===== config.mk =====
export PLATFORM = sky130hd
export DESIGN_NAME = fim_wrack_scfifo
export DESIGN_NICKNAME = d
export VERILOG_FILES = /design/src/rtl/fim_wrack_scfifo.sv
export SDC_FILE = /design/constraint.sdc
export NUM_CORES = 1
export LEC_CHECK = 0
export BUFFER_PORTS_ARGS = -buffer_cell sky130_fd_sc_hd__buf_2
export CAP_MARGIN = 10
export CORE_MARGIN = 2
export CORE_UTILIZATION = 67
export CTS_CLUSTER_DIAMETER = 120
export DETAILED_ROUTE_END_ITERATION = 8
export PLACE_DENSITY_LB_ADDON = 0.08
export SETUP_SLACK_MARGIN = 0.1
export SLEW_MARGIN = 15
export SYNTH_ARGS = -nofsm -noshare
export SYNTH_HDL_FRONTEND = slang
export SYNTH_SLANG_ARGS = --single-unit

===== constraint.sdc =====
create_clock -name clk -period 5.2 [get_ports clk]
set_input_delay 0.52 -clock clk [delete_from_list [all_inputs] [get_ports clk]]
set_output_delay 0.52 -clock clk [all_outputs]
set_load 0.02 [all_outputs]

===== src/rtl/fim_wrack_scfifo.sv =====
// Single-clock FIFO with a write-acknowledge producer port and a registered
// rdreq/rvalid pop port. Status flags decode combinationally from usedw.
module fim_wrack_scfifo #(
  parameter int unsigned DATA_WIDTH            = 32,
  parameter int unsigned DEPTH_LOG2            = 5,
  parameter int unsigned ALMOST_FULL_THRESHOLD = 2**(DEPTH_LOG2-1)
) (
  input  logic                  clk,
  input  logic                  rst_n,
  input  logic [DATA_WIDTH-1:0] wdata,
  input  logic                  wvalid,
  output logic                  wack,
  input  logic                  rdreq,
  output logic [DATA_WIDTH-1:0] rdata,
  output logic                  rvalid,
  output logic [DEPTH_LOG2:0]   usedw,
  output logic                  wfull,
  output logic                  almfull,
  output logic                  rempty,
  output logic                  err_rd_empty
);

  localparam int unsigned DEPTH = 2**DEPTH_LOG2;
  localparam logic [DEPTH_LOG2:0] FULL_CNT = (DEPTH_LOG2+1)'(DEPTH);
  localparam logic [DEPTH_LOG2:0] AF_CNT   = (DEPTH_LOG2+1)'(ALMOST_FULL_THRESHOLD);

  logic [DATA_WIDTH-1:0] mem [DEPTH];

  logic [DEPTH_LOG2-1:0] wr_ptr_q, wr_ptr_d;
  logic [DEPTH_LOG2-1:0] rd_ptr_q, rd_ptr_d;
  logic [DEPTH_LOG2:0]   usedw_q, usedw_d;
  logic                  rvalid_q, rvalid_d;
  logic [DATA_WIDTH-1:0] rdata_q, rdata_d;
  logic                  err_q, err_d;
  logic                  pop;

  assign wfull   = (usedw_q == FULL_CNT);
  assign rempty  = (usedw_q == '0);
  assign almfull = (usedw_q >= AF_CNT);

  // rst_n gating keeps a producer held at wvalid from seeing an acknowledge
  // while the FIFO is held in reset (no write can land then anyway).
  assign wack = wvalid & ~wfull & rst_n;
  assign pop  = rdreq & ~rempty;

  assign usedw        = usedw_q;
  assign rvalid       = rvalid_q;
  assign rdata        = rdata_q;
  assign err_rd_empty = err_q;

  // Next-state for pointers, occupancy, read data and sticky error.
  always_comb begin
    wr_ptr_d = wr_ptr_q;
    rd_ptr_d = rd_ptr_q;
    rdata_d  = rdata_q;
    rvalid_d = 1'b0;
    err_d    = err_q;
    if (wack) wr_ptr_d = wr_ptr_q + 1'b1;
    if (pop) begin
      rd_ptr_d = rd_ptr_q + 1'b1;
      rdata_d  = mem[rd_ptr_q];
      rvalid_d = 1'b1;
    end
    if (rdreq && rempty) err_d = 1'b1;
    usedw_d = usedw_q + (DEPTH_LOG2+1)'(wack) - (DEPTH_LOG2+1)'(pop);
  end

  // Control and output registers, asynchronously cleared.
  always_ff @(posedge clk or negedge rst_n) begin
    if (!rst_n) begin
      wr_ptr_q <= '0;
      rd_ptr_q <= '0;
      usedw_q  <= '0;
      rvalid_q <= 1'b0;
      rdata_q  <= '0;
      err_q    <= 1'b0;
    end else begin
      wr_ptr_q <= wr_ptr_d;
      rd_ptr_q <= rd_ptr_d;
      usedw_q  <= usedw_d;
      rvalid_q <= rvalid_d;
      rdata_q  <= rdata_d;
      err_q    <= err_d;
    end
  end

  // Storage array; not reset.
  always_ff @(posedge clk) begin
    if (wack) mem[wr_ptr_q] <= wdata;
  end

endmodule


==> impl_metrics.csv, run 1 <==
group,metric,value,unit
synth,synth_nets,2067,
floorplan,die_area,0.0634,mm^2
cts,ctsLongestPathBuffers,3,
synth,synthArstFlopShare,4.66,%
cts,cts_setup_buffers,0,
global_route,grt_util_all_layers,32.8,%
cts,cts_tree,"done",
global_route,grt_pass1_wl,146,mm
global_route,antenna_found_initial,2,
cts,cts-root-buf,"clkbuf_16",
cts,h-tree-depth,3,
cells_and_area,n_antenna_cell,0,
sta,finalSetupViolations,0,
detailed_routing,drc_errors,0,
cts,cts_made_buffers,103,
floorplan,start_util,68.0,%
synth,synth_top_flop_cell,"edfxtp_1",
critical_path,critPathKind,"flip-flop to flip-flop",
pwr,switching_share,30.9,%
critical_path,path_delay_family,"simple AND/OR/NAND/NOR gates",
synth,yosysTopAreaCellShare,74.8,%
critical_path,cp_cell_sequence,"inv_1 -> ha_1 -> nand4bb_1 -> and3_1 -> nand2_1 -> nor2_4 -> buf_4",
detailed_routing,dr.pass1.iters,5,
floorplan,top_level_ports,80,
pwr,ir_drop,0.330,mV
critical_path,slowest_delay,1.06,ns
synth,syn-instance-count,2016,
synth,syn-cell-area,0.0411,mm^2
synth,ys_top_cells_by_area,"edfxtp_1 75%, mux4_2 8.7%, mux2i_1 4.7%, dfrtp_1 3.0%, o22ai_1 1.5%",
synth,syn_avg_cell_area,20.4,um^2
critical_path,crit_path_start_kind,"flip-flop",
pwr,internal-power,0.0169,W
critical_path,worst-path-buf-inv,2,
worst_hold_path,min_path_type,"input port to async pin",
synth,synth_common_cells,"1024 x edfxtp_1, 194 x mux2i_1, 159 x mux4_2, 96 x o22ai_1, 73 x nand2_1",
floorplan,die_w,252,um
sta,finalCritPeriodShare,68.9,%
sta,finClkSkew,0.0191,ns
cts,clk_latency,0.66,ns
critical_path,endpoint_kind,"flip-flop",
synth,synth_edf_count,1024,
critical_path,r2r_slack,1.62,ns
critical_path,required,5.56,ns
floorplan,core,0.0605,mm^2
synth,yosysWarnings,0,
synth,synth-seq-cells,1074,
placed_design,io_buffer_count,79,
cts,clock-sinks,1074,
critical_path,cpMaxStageDelayCell,"nor2_4",
sta,period_minus_slack,3.58,ns
synth,synth.distinct_cells,42,
sta,drv_slew,0,
pwr,power_switching,0.00754,W
pwr,comb_power_share,26.5,%
cts,clk_pin_slew,0.06,ns
sta,hold_viol,0,
floorplan,num_rows,90,
outcome,outcome,"complete, no violations",
sta,max_freq,0.279,GHz
sta,rsz0062_at_grt,"false",
sta,relSlewSlack,23.0,%
cells_and_area,syn2layout_area_growth,12.3,%
pwr,clkPwrFrac,30.6,%
cells_and_area,utilization,76.3,%
synth,synth_most_common_cell,"edfxtp_1",
placed_design,post_dp_cell_area,0.0426,mm^2
sta,worstMarginPinSlew,1.15,ns
detailed_routing,drt_iter0_markers,2633,
critical_path,worstPathMaxFanout,25,
floorplan,die-height,252,um
pwr,leakagePower,15.4,nW
cts,hold_buffers,0,
detailed_routing,avgRoutedWirePerCell,33.5,um
detailed_routing,dr_total_vias,21200,
cts,ctsResizeCount,0,
detailed_routing,antenna_left,0,
sta,holdWs,0.119,ns
job,maxCapViolCount,0,
placed_design,hpwl,57.5,mm
critical_path,worst_ep_arrival_time,3.94,ns
placed_design,gp_congestion,0.855,
cells_and_area,fin_nets,2205,
sta,fin_tns_setup,0,ns
global_route,grt_max_degree,65,
detailed_routing,drt-total-wl,101,mm
cells_and_area,fin_area,0.0462,mm^2
pwr,seqPwrFrac,42.9,%
synth,yosysSeqAreaShare,77.8,%
cells_and_area,layout-drive-gt1-share,22.3,%
global_route,grt_remaining_overflow,0,
pwr,p_per_area,529,mW/mm^2
global_route,grt_pass1_vias,21200,
synth,yosysTopAreaCell,"edfxtp_1",
detailed_routing,viasPerCell,7.00,
[metrics by stage]
stage / std cells / setup slack, ns / total power [W]
after detailed placement: 2826 / 1.63 / 0.0170
after floorplan: 2016 / 1.63 / 0.0149
after CTS: 3019 / 1.62 / 0.0244
final: 3024 / 1.62 / 0.0244
after global placement: 2824 / 1.79 / 0.0169
after global routing: 3024 / 1.44 / 0.0251
[worst reg2reg max path: stages (launching register included)]
cell       delay, ns
dfrtp_1         0.38
inv_1           0.08
ha_1            0.21
nand4bb_1       0.13
and3_1          0.48
nand2_1         0.59
nor2_4          1.07
buf_4           0.35
[power by group through the flow]
| stage | clock (W) | sequential (W) | combinational, W |
|---|---|---|---|
| final | 0.00747 | 0.0105 | 0.00648 |
| after global routing | 0.00784 | 0.0105 | 0.00680 |
| after CTS | 0.00750 | 0.0105 | 0.00645 |
| after detailed placement | 0 | 0.0106 | 0.00638 |
| after global placement | 0 | 0.0106 | 0.00628 |
| after floorplan | 0 | 0.0104 | 0.00443 |
[layout by cell type, fill, tap and decap left out, types with 36 or more instances in the layout]
cell type	instances
a211oi_1	63
a21o_1	36
buf_2	79
buf_4	56
clkbuf_16	106
dfrtp_1	46
edfxtp_1	1024
mux2i_1	194
mux4_2	159
nand2_1	73
nor2_1	37
o22ai_1	96
[metal layers]
layer / global-route usage, % / wire length, um / vias up
met5: 0 / 11 / -
li1: - / - / 8582
met1: 46.5 / 37900 / 11000
met2: 52.7 / 49900 / 1393
met3: 6.63 / 10600 / 195
met4: 10.4 / 2920 / 2
[logic make-up (layout without fill, tap and decap cells)]
logic type                 count (synthesis)  count (layout)  share of synthesized area (%)
DFF                                     1074            1074                           77.8
muxes                                    354             354                           13.5
AOI/OAI and AO/OA                        265             265                           4.44
and+or+nand+nor                          167             167                           1.71
buffers and inverters                    130             356                           1.84
adders and majority gates                 15              15                          0.475
xor gates and xnor gates                  11              11                          0.234
[flip-flops by register name, indices dropped and copies added, names as in the netlist]
register,cells
mem,1024
rdata,32
usedw,6
rd_ptr_q,5
wr_ptr_q,5
err_rd_empty,1
rvalid,1
[area by class of cell]
type                       count  area (um^2)
sequential                  1074        32000
fill                        3153        14300
multi-input combinational    812         8640
clock buffer                 138         2810
timing repair buffer         147         1090
tap                          782          978
clock inverter                55          567
inverter                      16         60.1
[worst paths after layout]
check	start	end	depth (start not counted)
max	usedw[2]	mem[3][13]	7
min reg2reg	err_rd_empty	err_rd_empty	1
min in group clk	rdreq	err_rd_empty	2
max reg2reg	usedw[2]	mem[3][13]	7
min	rst_n	rvalid	2
max in group asynchronous	rst_n	rd_ptr_q[1]	2
Note: power is estimated with default switching activity, not from simulation.
==> inputs of run 2 (changes only) <==
CORE_UTILIZATION = 62   (was 67)
clock period = 3.7 ns   (was 5.2 ns; I/O delays follow)
==> run 2 against run 1 <==
  * Worst hold slack got worse by 0.062 ns
  * Sequential power grew 38%
  * Flip-flop and latch count is the same
  * Maximum frequency is 18% higher
  * Global-route usage fell by 1.8 points
  * Non-clock buffer count grew 19
  * Clock-buffer cell count down 1
  * Largest cell class unchanged
==> impl_metrics.csv, run 2 (same netlist as run 1, synthesis figures left out) <==
group,metric,value,unit
cts,h-tree-depth,3,
cts,hold_buffers,1,
pwr,ir_drop,0.644,mV
critical_path,worst_ep_arrival_time,3.31,ns
cells_and_area,final-seq-area,0.0320,mm^2
placed_design,io_buffer_count,79,
cts,cts-root-buf,"clkbuf_16",
cells_and_area,final_common_cell,"edfxtp_1",
detailed_routing,dr_total_vias,21200,
cts,clock-sinks,1074,
detailed_routing,avgRoutedWirePerCell,33.2,um
global_route,antenna_found_initial,5,
critical_path,endpoint_kind,"flip-flop",
cells_and_area,layout-drive-gt1-share,23.5,%
sta,finClkSkew,0.0279,ns
detailed_routing,drt-total-wl,104,mm
global_route,grt_max_degree,100,
pwr,seqPwrFrac,42.1,%
critical_path,timing.rr.end,"mem[17][29]",
critical_path,reg2reg_from,"usedw[2]",
sta,drv_slew,0,
floorplan,start_util,62.5,%
sta,holdWs,0.0566,ns
cells_and_area,largest_register_ff_count,1024,
sta,finalSetupViolations,0,
pwr,switching_share,30.1,%
pwr,leakagePower,15.6,nW
pwr,power_switching,0.0104,W
critical_path,worstPathMaxFanout,32,
sta,fin_tns_setup,0,ns
placed_design,place_inst,2931,
placed_design,hpwl,56.2,mm
sta,period_minus_slack,3.03,ns
critical_path,reg2reg_depth,8,
detailed_routing,drt_iter0_markers,2833,
pwr,p_per_area,739,mW/mm^2
floorplan,core,0.0657,mm^2
critical_path,critPathKind,"flip-flop to flip-flop",
worst_hold_path,whs_endpoint,"err_rd_empty",
job,maxCapViolCount,0,
sta,finalCritPeriodShare,82.0,%
critical_path,r2r_slack,0.67,ns
cts,cts_setup_buffers,0,
cts,cts_made_buffers,104,
detailed_routing,viasPerCell,6.77,
cts,ctsLongestPathBuffers,3,
critical_path,required,3.98,ns
floorplan,top_level_ports,80,
global_route,grt_pass1_wl,147,mm
detailed_routing,drc_errors,0,
floorplan,die-height,262,um
global_route,grt_util_all_layers,31.0,%
pwr,clkPwrFrac,31.4,%
sta,hold_viol,0,
sta,relSlewSlack,40.6,%
pwr,comb_power_share,26.5,%
sta,worstMarginPinSlew,0.890,ns
cells_and_area,multi_input_area,0.00864,mm^2
cells_and_area,regMostFlops,"mem",
sta,max_freq,0.330,GHz
cells_and_area,utilization,71.0,%
floorplan,num_rows,94,
detailed_routing,dr.pass1.iters,5,
cts,ctsResizeCount,0,
floorplan,die_w,262,um
cells_and_area,stdcell_count,3131,
sta,rsz0062_at_grt,"false",
placed_design,gp_congestion,0.811,
detailed_routing,antenna_left,0,
cts,cts_tree,"done",
worst_hold_path,min_path_type,"input port to flip-flop",
worst_hold_path,min_path_cells,2,
cts,clk_latency,0.66,ns
cells_and_area,syn2layout_area_growth,13.6,%
worst_hold_path,min_from,"rdreq",
critical_path,crit_path_start_kind,"flip-flop",
cells_and_area,most-common-layout-cells,"1024 x edfxtp_1, 194 x mux2i_1, 159 x mux4_2",
pwr,p_total,0.0345,W
outcome,outcome,"complete, no violations",
cts,clk_pin_slew,0.06,ns
global_route,grt_pass1_vias,20800,
cells_and_area,fin_nets,2225,
pwr,internal-power,0.0241,W
cells_and_area,fillers,3922,
floorplan,die_area,0.0684,mm^2
global_route,grt_remaining_overflow,0,
run 2: worst max-delay path by stage:
stage                   to      from  slack, ns  depth (start not counted)
2_1_floorplan   mem[31][0]  usedw[2]       0.13                          7
3_3_place_gp    mem[17][0]  usedw[2]       0.82                          8
3_5_place_dp    mem[17][0]  usedw[2]       0.74                          8
4_1_cts         mem[17][2]  usedw[2]       0.71                          8
5_1_grt         mem[4][18]  usedw[2]       0.57                          8
6_report       mem[17][29]  usedw[2]       0.67                          8
run 2: stage by stage:
step / cell area, um^2 / worst slack (ns)
4_1_cts: 46700 / 0.715
2_1_floorplan: 41100 / 0.127
6_report: 46700 / 0.667
5_1_grt: 46700 / 0.572
3_5_place_dp: 43200 / 0.739
3_3_place_gp: 43200 / 0.818
run 2: power by group through the flow:
stage | clock [W] | combinational (W) | sequential (W)
after floorplan | 0 | 0.00622 | 0.0147
after global placement | 0 | 0.00899 | 0.0147
after detailed placement | 0 | 0.00912 | 0.0148
after CTS | 0.0109 | 0.00916 | 0.0145
after global routing | 0.0114 | 0.00962 | 0.0146
final | 0.0108 | 0.00914 | 0.0145
run 2: worst max-delay path, stage by stage (launching register included):
cell and delay (ns):
dfrtp_1 0.38, inv_1 0.08, ha_1 0.21, nand4bb_1 0.16
and3_1 0.22, buf_4 0.19, nand2_1 0.52, nor2_4 0.22
buf_4 0.65
run 2: cell type report:
| class | instances | area share (%) |
|---|---|---|
| multi-input combinational | 812 | 18.5 |
| sequential | 1074 | 68.5 |
| inverter | 16 | 0.129 |
| timing repair buffer | 166 | 2.98 |
| clock inverter | 59 | 1.39 |
| antenna | 3 | 0.0161 |
| clock buffer | 137 | 6.14 |
| tap | 864 | 2.31 |
run 2: routing by layer:
metal | vias to the layer above | wire length (um) | global-route usage (%)
met5 | - | 7 | 0
met4 | 2 | 3480 | 10.5
met3 | 206 | 9930 | 5.50
met2 | 1279 | 50800 | 49.9
met1 | 11100 | 39800 | 44.0
li1 | 8634 | - | -
